`config.mk`:
```
export PLATFORM = sky130hd
export DESIGN_NAME = wb_regfile_flat
export DESIGN_NICKNAME = d
export VERILOG_FILES = /design/src/rtl/wb_regfile_pkg.sv /design/src/rtl/wb_regfile_if.sv /design/src/rtl/wb_regfile_reg_array_32x32.sv /design/src/rtl/wb_regfile.sv /design/src/flat_wrapper.sv
export SDC_FILE = /design/constraint.sdc
export NUM_CORES = 2
export LEC_CHECK = 0
export ABC_AREA = 1
export CAP_MARGIN = 20
export CORE_ASPECT_RATIO = 1.4
export CORE_UTILIZATION = 40
export DETAILED_ROUTE_END_ITERATION = 12
export GPL_TIMING_DRIVEN = 0
export PLACE_DENSITY = 0.66
export RECOVER_POWER = 25
export SLEW_MARGIN = 20
export SYNTH_ARGS = -nofsm -noshare
export SYNTH_HDL_FRONTEND = slang
export SYNTH_SLANG_ARGS = --single-unit
```
`constraint.sdc`:
```
create_clock -name clk -period 5.8 [get_ports clk]
set_input_delay 1.16 -clock clk [delete_from_list [all_inputs] [get_ports clk]]
set_output_delay 1.16 -clock clk [all_outputs]
set_load 0.1 [all_outputs]
```
`src/rtl/wb_regfile_pkg.sv`:
```
// ----------------------------------------------------------------------------
// rv32i_pkg : shared constants and helpers for the RV32I writeback stage.
//   XLEN        data width of registers and result paths
//   REG_ADDR_W  register index width (all 5 bits significant)
//   NREGS       number of architectural registers (x0 hardwired to zero)
//   CNT_W       width of the retired-instruction counter
//   RESULT_*    result-select encodings (2'b11 is reserved and yields zero)
//   select_result() writeback result mux
// ----------------------------------------------------------------------------
package rv32i_pkg;

    localparam int XLEN       = 32;
    localparam int REG_ADDR_W = 5;
    localparam int NREGS      = 32;
    localparam int CNT_W      = 64;

    localparam logic [1:0] RESULT_ALU = 2'b00;
    localparam logic [1:0] RESULT_MEM = 2'b01;
    localparam logic [1:0] RESULT_PC4 = 2'b10;

    // Reserved select code returns zero so a corrupted select never leaks data.
    function automatic logic [XLEN-1:0] select_result(
        input logic [1:0]      src,
        input logic [XLEN-1:0] alu,
        input logic [XLEN-1:0] mem,
        input logic [XLEN-1:0] pc4
    );
        logic [XLEN-1:0] res;
        case (src)
            RESULT_ALU: res = alu;
            RESULT_MEM: res = mem;
            RESULT_PC4: res = pc4;
            default:    res = {XLEN{1'b0}};
        endcase
        return res;
    endfunction

endpackage

```
`src/rtl/wb_regfile_if.sv`:
```
// ----------------------------------------------------------------------------
// wb_regfile_if : MEM/WB writeback bundle plus decode-stage read ports.
//   master modport : pipeline side (drives MEM/WB fields and read indices)
//   slave  modport : wb_regfile side (returns read data and the WB result)
// Signals: alu_result_w, read_data_w, pc_plus4_w, rd_w, reg_write_w,
//          result_src_w, valid_w, rs1_d, rs2_d -> rd1_d, rd2_d, result_w
// ----------------------------------------------------------------------------
interface wb_regfile_if
    import rv32i_pkg::*;
#(
    parameter int W = XLEN
);

    logic [W-1:0]          alu_result_w;
    logic [W-1:0]          read_data_w;
    logic [W-1:0]          pc_plus4_w;
    logic [REG_ADDR_W-1:0] rd_w;
    logic                  reg_write_w;
    logic [1:0]            result_src_w;
    logic                  valid_w;
    logic [REG_ADDR_W-1:0] rs1_d;
    logic [REG_ADDR_W-1:0] rs2_d;
    logic [W-1:0]          rd1_d;
    logic [W-1:0]          rd2_d;
    logic [W-1:0]          result_w;

    modport master (
        output alu_result_w, read_data_w, pc_plus4_w, rd_w, reg_write_w,
               result_src_w, valid_w, rs1_d, rs2_d,
        input  rd1_d, rd2_d, result_w
    );

    modport slave (
        input  alu_result_w, read_data_w, pc_plus4_w, rd_w, reg_write_w,
               result_src_w, valid_w, rs1_d, rs2_d,
        output rd1_d, rd2_d, result_w
    );

endinterface

```
`src/rtl/wb_regfile_reg_array_32x32.sv`:
```
// ----------------------------------------------------------------------------
// reg_array_32x32 : storage for x1..x31, one write port, two async read ports.
//   clk, rst_n      clock and asynchronous active-low reset (clears x1..x31)
//   we, waddr, wdata  write port; writes to index 0 are dropped
//   raddr1/raddr2   read indices; index 0 always returns zero
//   rdata1/rdata2   combinational read data (old value during a write cycle)
// x0 has no storage element at all.
// ----------------------------------------------------------------------------
module reg_array_32x32
    import rv32i_pkg::*;
#(
    parameter int DW    = XLEN,
    parameter int NR    = NREGS,
    parameter int AW    = REG_ADDR_W
) (
    input  logic          clk,
    input  logic          rst_n,
    input  logic          we,
    input  logic [AW-1:0] waddr,
    input  logic [DW-1:0] wdata,
    input  logic [AW-1:0] raddr1,
    input  logic [AW-1:0] raddr2,
    output logic [DW-1:0] rdata1,
    output logic [DW-1:0] rdata2
);

    logic [DW-1:0] regs_r [1:NR-1];

    // Register storage: async clear, single write port, x0 never written.
    always_ff @(posedge clk or negedge rst_n) begin
        if (!rst_n) begin
            for (int i = 1; i < NR; i++) begin
                regs_r[i] <= {DW{1'b0}};
            end
        end else if (we && (waddr != {AW{1'b0}})) begin
            regs_r[waddr] <= wdata;
        end
    end

    // Read ports: index 0 decodes to constant zero.
    always_comb begin
        rdata1 = {DW{1'b0}};
        rdata2 = {DW{1'b0}};
        if (raddr1 != {AW{1'b0}}) begin
            rdata1 = regs_r[raddr1];
        end else begin
            rdata1 = {DW{1'b0}};
        end
        if (raddr2 != {AW{1'b0}}) begin
            rdata2 = regs_r[raddr2];
        end else begin
            rdata2 = {DW{1'b0}};
        end
    end

endmodule

```
`src/rtl/wb_regfile.sv`:
```
// ----------------------------------------------------------------------------
// wb_regfile : RV32I writeback stage + integer register file.
//   clk, rst_n    pipeline clock, asynchronous active-low reset
//   bus (slave)   MEM/WB fields in; rd1_d/rd2_d/result_w out
//   retire_count  count of retired (valid) instructions, wraps silently
// Optional build macro WB_REGFILE_BYPASS_EN: a read of the register being
// written this cycle returns result_w combinationally (never for x0).
// Without it the old value is returned and the hazard unit must stall.
// ----------------------------------------------------------------------------
module wb_regfile #(
    parameter int XLEN  = rv32i_pkg::XLEN,
    parameter int NREGS = rv32i_pkg::NREGS,
    parameter int CNT_W = rv32i_pkg::CNT_W
) (
    input  logic             clk,
    input  logic             rst_n,
    wb_regfile_if.slave      bus,
    output logic [CNT_W-1:0] retire_count
);
    import rv32i_pkg::*;

    logic [XLEN-1:0]  result_s;
    logic             wr_en_s;
    logic [XLEN-1:0]  arr_rd1_s;
    logic [XLEN-1:0]  arr_rd2_s;
    logic [XLEN-1:0]  rd1_s;
    logic [XLEN-1:0]  rd2_s;
    logic [CNT_W-1:0] retire_cnt_r;

    // Writeback result select and commit qualification (bubbles never write).
    always_comb begin
        result_s = select_result(bus.result_src_w, bus.alu_result_w,
                                 bus.read_data_w, bus.pc_plus4_w);
        wr_en_s  = bus.reg_write_w && bus.valid_w &&
                   (bus.rd_w != {REG_ADDR_W{1'b0}});
    end

    reg_array_32x32 #(
        .DW (XLEN),
        .NR (NREGS),
        .AW (REG_ADDR_W)
    ) u_reg_array (
        .clk    (clk),
        .rst_n  (rst_n),
        .we     (wr_en_s),
        .waddr  (bus.rd_w),
        .wdata  (result_s),
        .raddr1 (bus.rs1_d),
        .raddr2 (bus.rs2_d),
        .rdata1 (arr_rd1_s),
        .rdata2 (arr_rd2_s)
    );

    // Read port data, optionally forwarding the in-flight write (wr_en_s excludes x0).
    always_comb begin
        rd1_s = arr_rd1_s;
        rd2_s = arr_rd2_s;
`ifdef WB_REGFILE_BYPASS_EN
        if (wr_en_s && (bus.rs1_d == bus.rd_w)) begin
            rd1_s = result_s;
        end else begin
            rd1_s = arr_rd1_s;
        end
        if (wr_en_s && (bus.rs2_d == bus.rd_w)) begin
            rd2_s = result_s;
        end else begin
            rd2_s = arr_rd2_s;
        end
`else
        rd1_s = arr_rd1_s;
        rd2_s = arr_rd2_s;
`endif
    end

    // Retired-instruction counter: every valid slot retires, wraps without a flag.
    always_ff @(posedge clk or negedge rst_n) begin
        if (!rst_n) begin
            retire_cnt_r <= {CNT_W{1'b0}};
        end else if (bus.valid_w) begin
            retire_cnt_r <= retire_cnt_r + {{(CNT_W-1){1'b0}}, 1'b1};
        end
    end

    assign bus.rd1_d    = rd1_s;
    assign bus.rd2_d    = rd2_s;
    assign bus.result_w = result_s;
    assign retire_count = retire_cnt_r;

endmodule

```
`src/flat_wrapper.sv`:
```
// flat-port wrapper written by rule: the top's interface ports become plain ports
module wb_regfile_flat import rv32i_pkg::*;
#(
    parameter int XLEN  = rv32i_pkg::XLEN,
    parameter int NREGS = rv32i_pkg::NREGS,
    parameter int CNT_W = rv32i_pkg::CNT_W
)
  (clk, rst_n, retire_count, bus_alu_result_w, bus_read_data_w, bus_pc_plus4_w, bus_rd_w, bus_reg_write_w, bus_result_src_w, bus_valid_w, bus_rs1_d, bus_rs2_d, bus_rd1_d, bus_rd2_d, bus_result_w);
  wb_regfile_if #(.W(32)) bus_i ();
  input  logic clk;
  input  logic rst_n;
  output logic [CNT_W-1:0] retire_count;
  input wire logic [$bits(bus_i.alu_result_w)-1:0] bus_alu_result_w;
  input wire logic [$bits(bus_i.read_data_w)-1:0] bus_read_data_w;
  input wire logic [$bits(bus_i.pc_plus4_w)-1:0] bus_pc_plus4_w;
  input wire logic [$bits(bus_i.rd_w)-1:0] bus_rd_w;
  input wire logic [$bits(bus_i.reg_write_w)-1:0] bus_reg_write_w;
  input wire logic [$bits(bus_i.result_src_w)-1:0] bus_result_src_w;
  input wire logic [$bits(bus_i.valid_w)-1:0] bus_valid_w;
  input wire logic [$bits(bus_i.rs1_d)-1:0] bus_rs1_d;
  input wire logic [$bits(bus_i.rs2_d)-1:0] bus_rs2_d;
  output wire logic [$bits(bus_i.rd1_d)-1:0] bus_rd1_d;
  output wire logic [$bits(bus_i.rd2_d)-1:0] bus_rd2_d;
  output wire logic [$bits(bus_i.result_w)-1:0] bus_result_w;
  assign bus_i.alu_result_w = bus_alu_result_w;
  assign bus_i.read_data_w = bus_read_data_w;
  assign bus_i.pc_plus4_w = bus_pc_plus4_w;
  assign bus_i.rd_w = bus_rd_w;
  assign bus_i.reg_write_w = bus_reg_write_w;
  assign bus_i.result_src_w = bus_result_src_w;
  assign bus_i.valid_w = bus_valid_w;
  assign bus_i.rs1_d = bus_rs1_d;
  assign bus_i.rs2_d = bus_rs2_d;
  assign bus_rd1_d = bus_i.rd1_d;
  assign bus_rd2_d = bus_i.rd2_d;
  assign bus_result_w = bus_i.result_w;
  wb_regfile #(.XLEN(XLEN), .NREGS(NREGS), .CNT_W(CNT_W)) u_core (.clk(clk), .rst_n(rst_n), .bus(bus_i), .retire_count(retire_count));
endmodule
```
# Word-level counts from Yosys, hierarchy flattened
# Index checks and enable logic that the tools add are counted.
# totals
output_inout_bits	160
register_bits	1056
word_cells	62
# op_classes
addsub	1
n_reduce_logical	8
magnitude_cmp	4
n_bitwise	3
mux	12
eq_ne	2
# ops
operator	count
bitwise mux 992 bit	1
binary-select mux 32 bit (select 5 bit)	2
2-to-1 mux 32 bit	7
demux 32 bit (select 5 bit)	1
one-hot mux 32 bit (3 select lines)	1
adder 64 x 1 -> 64 bit, second input constant	1
greater-or-equal comparator 6 bit, second input constant	3
NOT 5 -> 6 bit	3
nonzero test 5 bit	3
< comparator 6 x 1 -> 1 bit, second input constant	1
logical AND 1 bit	4
== test 2 x 1 -> 1 bit, second input constant	1
== test 2 bit, second input constant	1
logical NOT 2 bit	1

# Logic depth before layout (Yosys ltp)
# logic_depth
word_depth	6
depth_mapped	12
depth_no_buf	11

# Hierarchy
# Synthesis repeated with hierarchy kept, for this count alone.
# hier_totals
cells_unflattened	9542
area_unflattened_um2	63260.7
# by_module_without_submodules
module	n_inst	area_each_um2	cells_per_inst
reg_array_32x32	1	58625.0	8852
wb_regfile	1	4635.7	690

# Worst setup path after synthesis
# Ideal clock, no wire load.
# synth_path
path_kind	input -> output
startpoint	input port bus_rs2_d[0]
endpoint	output port bus_rd2_d[26]
slack_ps	1681
path_stages	10
n_path_buf	3
t_required_ps	4640
t_arrival_ps	2959
path_cell_list	buf_2 > inv_2 > clkbuf_1 > clkbuf_1 > nand2_1 > o211ai_1 > nand3_1 > nand3_1 > nand3_1 > nand2_1
# synth_via
elab_chain_len	5
elab_cells_between_ends	6
# synth_rtl
item	line_no	source
from (decl)	flat_wrapper.sv:21	input wire logic [$bits(bus_i.rs2_d)-1:0] bus_rs2_d;
NOT 5 -> 6 bit (implied by the code)	wb_regfile_reg_array_32x32.sv:50	rdata2 = regs_r[raddr2];
binary-select mux 32 bit (select 5 bit)	wb_regfile_reg_array_32x32.sv:50	
2-to-1 mux 32 bit (implied by the code) (2 in a row)	wb_regfile_reg_array_32x32.sv:50	
2-to-1 mux 32 bit (*)	wb_regfile_reg_array_32x32.sv:49	if (raddr2 != {AW{1'b0}}) begin
to (decl)	flat_wrapper.sv:23	output wire logic [$bits(bus_i.rd2_d)-1:0] bus_rd2_d;
# Mark *: on every way between the ends. The rest lies on a longest branch, timed or not. The select of a mux whose other input is x is not followed.

# Final worst setup path
# layout_path
startpoint	input port bus_rs2_d[1]
endpoint	output port bus_rd2_d[13]
# Same word-level chain as after synthesis.

==> flow_summary.yaml <==
logic_synthesis:
  synth-warning-count: 0
  ys_types: 37
  avgSynthCellArea_um2: 7.291
  ys_ff_latch: 1056
  synth.top_cells.by_area: "dfrtp_1 (45%), nand2_1 (11%), o21ai_0 (11%)"
  yosysTopAreaCell: "dfrtp_1"
  synthFlopType: "dfrtp_1"
  synth_edf_count: 0
  syn_nets: 8133
  yosys.area.top_type_share_pct: 45.22
  syn_inst: 8015
  ys_seq_area_share_pct: 45.22
  async_reset_ff_share_pct: 100.0
  syn_area_um2: 58430
critical_path:
  reg2reg_from: "u_core.retire_count[11]"
  crit_start: "bus_rs2_d[1]"
  crit_chain: "dlygate4sd2_1 -> inv_1 -> clkbuf_2 -> clkbuf_1 -> a31oi_1 -> nand3_1 -> nand3_1 -> nand3_1 -> nand2_1 -> clkdlybuf4s15_2"
  critPathSlowestCell: "nand3_1"
  crit_fanout: 10
  cpPeakStageDelay_ps: 610
  critical_path_class: "input pin to primary output"
  critPathCaptureType: "primary output"
  crit_required_ps: 4640
  worst_setup_path_start_kind: "input pin"
  cp.arrival_ps: 4910
  worst_path_most_repeated_cell: "nand3_1"
die:
  die_area_um2: 147600
  die_h_um: 454.2
  num_io_pins: 277
  initial_core_util_pct: 40.38
  dieWidth_um: 325.0
  core.rowCount: 165
  core_um2: 144700
global_route:
  groute.usage.overall_pct: 56.78
  grt_remaining_overflow: 0
  grt_max_degree: 129
  grt_pass1_vias: 65190
  grt_pass1_wl_um: 566700
  grt_antenna_before_repair: 49
cts:
  clock-sinks: 1056
  cts_tree: "yes"
  clk_latency_ps: 840
  root_buffer: "clkbuf_16"
  holdBufCountCts: 0
  clock_path_buffers: 3
  cts.clk_slew.worst_paths_ps: 60
  cts_buffers: 112
  cts_max_level: 3
place:
  numPortBuffers: 268
  dp_hpwl_um: 312700
  gp_congestion: 1.133
final_layout:
  drive_gt1_share_pct: 9.742
  area.sequential_um2: 26430
  fill_cells: 14840
  final_net_count: 8548
  multiInputGateArea_um2: 26390
  syn_to_final_growth_pct: 18.12
detailed_routing:
  route.detailed.drc: 0
  routed_wl_um: 424300
  drt-wirelength-per-cell_um: 40.42
  via_per_inst: 6.625
  first_iter_violations: 11100
  vias: 69560
  dr.pass1.iters: 7
  antenna_left: 0
sta:
  finalClockSkew_ps: 29.41
  hold_viol: 0
  timing.hold.ws_ps: 485.8
  final-setup-viol-count: 61
  clock.fmax_mhz: 164.8
  tightest_slew_ps: 2675
  rsz0062_at_grt: "false"
  period_minus_slack_ps: 6069
  slew_headroom_pct: -78.35
  drv_slew: 444
  setup_ws_ps: -269.2
  period_share_pct: 104.6
pwr:
  intPower_uw: 14640
  clockPowerShare_pct: 33.6
  p_sw_uw: 9409
  peakVddDrop_uv: 376.2
  p_comb_share_pct: 27.1
  p_total_uw: 24050
  cellPowerDensity_nw_per_um2: 348.4
  pwr-share-seq_pct: 39.3
  leakage_uw: 0.03104
  switching_share_pct: 39.13
run:
  cap_violations: 4
min_path:
  min_from: "u_core.u_reg_array.regs_r[942]"
  hp-class: "flop to flop"
run_status:
  outcome: "finished with violations"
  violations: "capacitance limit, slew limit, setup timing"
## cell usage in the layout (no fill, tap or decap), types with 13 or more instances in the layout
cell	count
inv_2	24
clkdlybuf4s15_2	46
xnor2_1	21
nor2_2	18
clkbuf_16	114
buf_1	48
o21ai_0	1240
buf_16	29
a21oi_2	18
o21a_1	33
clkbuf_1	272
inv_1	818
nor3_1	18
nand3_1	697
a21oi_1	854
nand3_2	38
or2_2	31
clkbuf_4	31
nor2_1	264
xor2_1	25
dfrtp_1	1056
buf_2	173
diode_2	59
o21ai_1	48
o211ai_1	280
clkbuf_2	171
clkinv_2	13
nand4_1	29
clkbuf_8	33
nand2_1	1688
buf_4	26
a31oi_1	111
clkdlybuf4s50_1	169
## power groups by stage
stage	registers (µW)	clock network, µW	logic, µW
final	9440	8080	6530
after global routing	9520	8230	6690
after global placement	9580	0	5900
after CTS	9380	7940	6110
after floorplan	9400	0	3190
after detailed placement	9500	0	6090
## per-layer routing
layer / routed length, µm / global-route usage, % / part of all wire [%]
met4: 60270 / 64.82 / 14
met1: 133500 / 58.67 / 31
met3: 54750 / 24.00 / 13
met5: 212 / 0.6165 / 0.050
met2: 175600 / 81.79 / 41
## final cells by class
cell class              count  area share, %
plain buffers             655          4.510
diodes                     59         0.2139
multi-input cells        5443          38.24
inverters                 855          4.693
flip-flops and latches   1056          38.29
clock buffers             170          4.902
repair buffers            307          4.940
clock inverters            34         0.7396
well taps                1920          3.481
## Yosys cell counts, drive strengths merged, types with 2 or more instances
library cell	n
or2	31
nand3b	5
nor3b	2
nand3	736
nand2	1696
xnor2	21
o21ai	1288
o211ai	280
nor2	289
buf	223
a21oi	872
inv	854
dfrtp	1056
nor3	22
xor2	25
a31oi	111
nand4	29
o21a	33
clkbuf	438
## critical path: cells and delay by family
| family | cells | cell delay [ps] |
|---|---|---|
| buffers and inverters | 5 | 2170 |
| AND/OR/NAND/NOR | 4 | 1260 |
| AO/OA/AOI/OAI | 1 | 260 |
## path summary, 6_finish.rpt
| kind | end | slack, ps | depth (start not counted) |
|---|---|---|---|
| worst min-delay path | u_core.u_reg_array.regs_r[942] | 490 | 2 |
| min in group asynchronous | u_core.u_reg_array.regs_r[314] | 1100 | 1 |
| max in group asynchronous | u_core.u_reg_array.regs_r[139] | 840 | 3 |
| worst max register to register | u_core.retire_count[63] | 2730 | 7 |
| worst min register to register | u_core.u_reg_array.regs_r[942] | 490 | 2 |
| worst max-delay path | bus_rd2_d[13] | -270 | 10 |
## metrics by stage
stage	utilization, %	setup TNS (ps)	instances	instance area [µm²]	setup WS, ps
2_1_floorplan	-	0	8015	58430	1681
3_3_place_gp	43.89	-	10200	63520	-47530
3_5_place_dp	44.63	-123300	10240	64590	-2261
4_1_cts	47.58	-355.3	10440	68860	-196.7
5_1_grt	47.61	0	10450	68900	0.3189
6_report	47.69	-7523	10500	69020	-269.2
## logic make-up (layout without fill, tap and decap cells)
| kind of cell | after synthesis | count (layout) | synth area share, % |
|---|---|---|---|
| other | 0 | 59 | 0 |
| AO/OA/AOI/OAI | 2584 | 2584 | 23.72 |
| AND/OR/NAND/NOR | 2812 | 2812 | 20.27 |
| adder cells (fa/ha/maj) | 1 | 1 | 0.02141 |
| XOR/XNOR | 46 | 46 | 0.6895 |
| flip-flops | 1056 | 1056 | 45.22 |
| buffers and inverters | 1516 | 2021 | 10.07 |
## sequential cells by signal (all words and copies together) (netlist names)
signal                     cells
u_core.retire_count           64
u_core.u_reg_array.regs_r    992
## timing repair
item / in CTS / in global routing
resized for setup: 546 / 176
setup buffers: 1 / 0
hold endpoints to repair: 0 / 0
endpoints found under the setup margin: 95 / 77
pin swaps: 12 / 3
No activity file was read; power rests on OpenSTA's default activity.
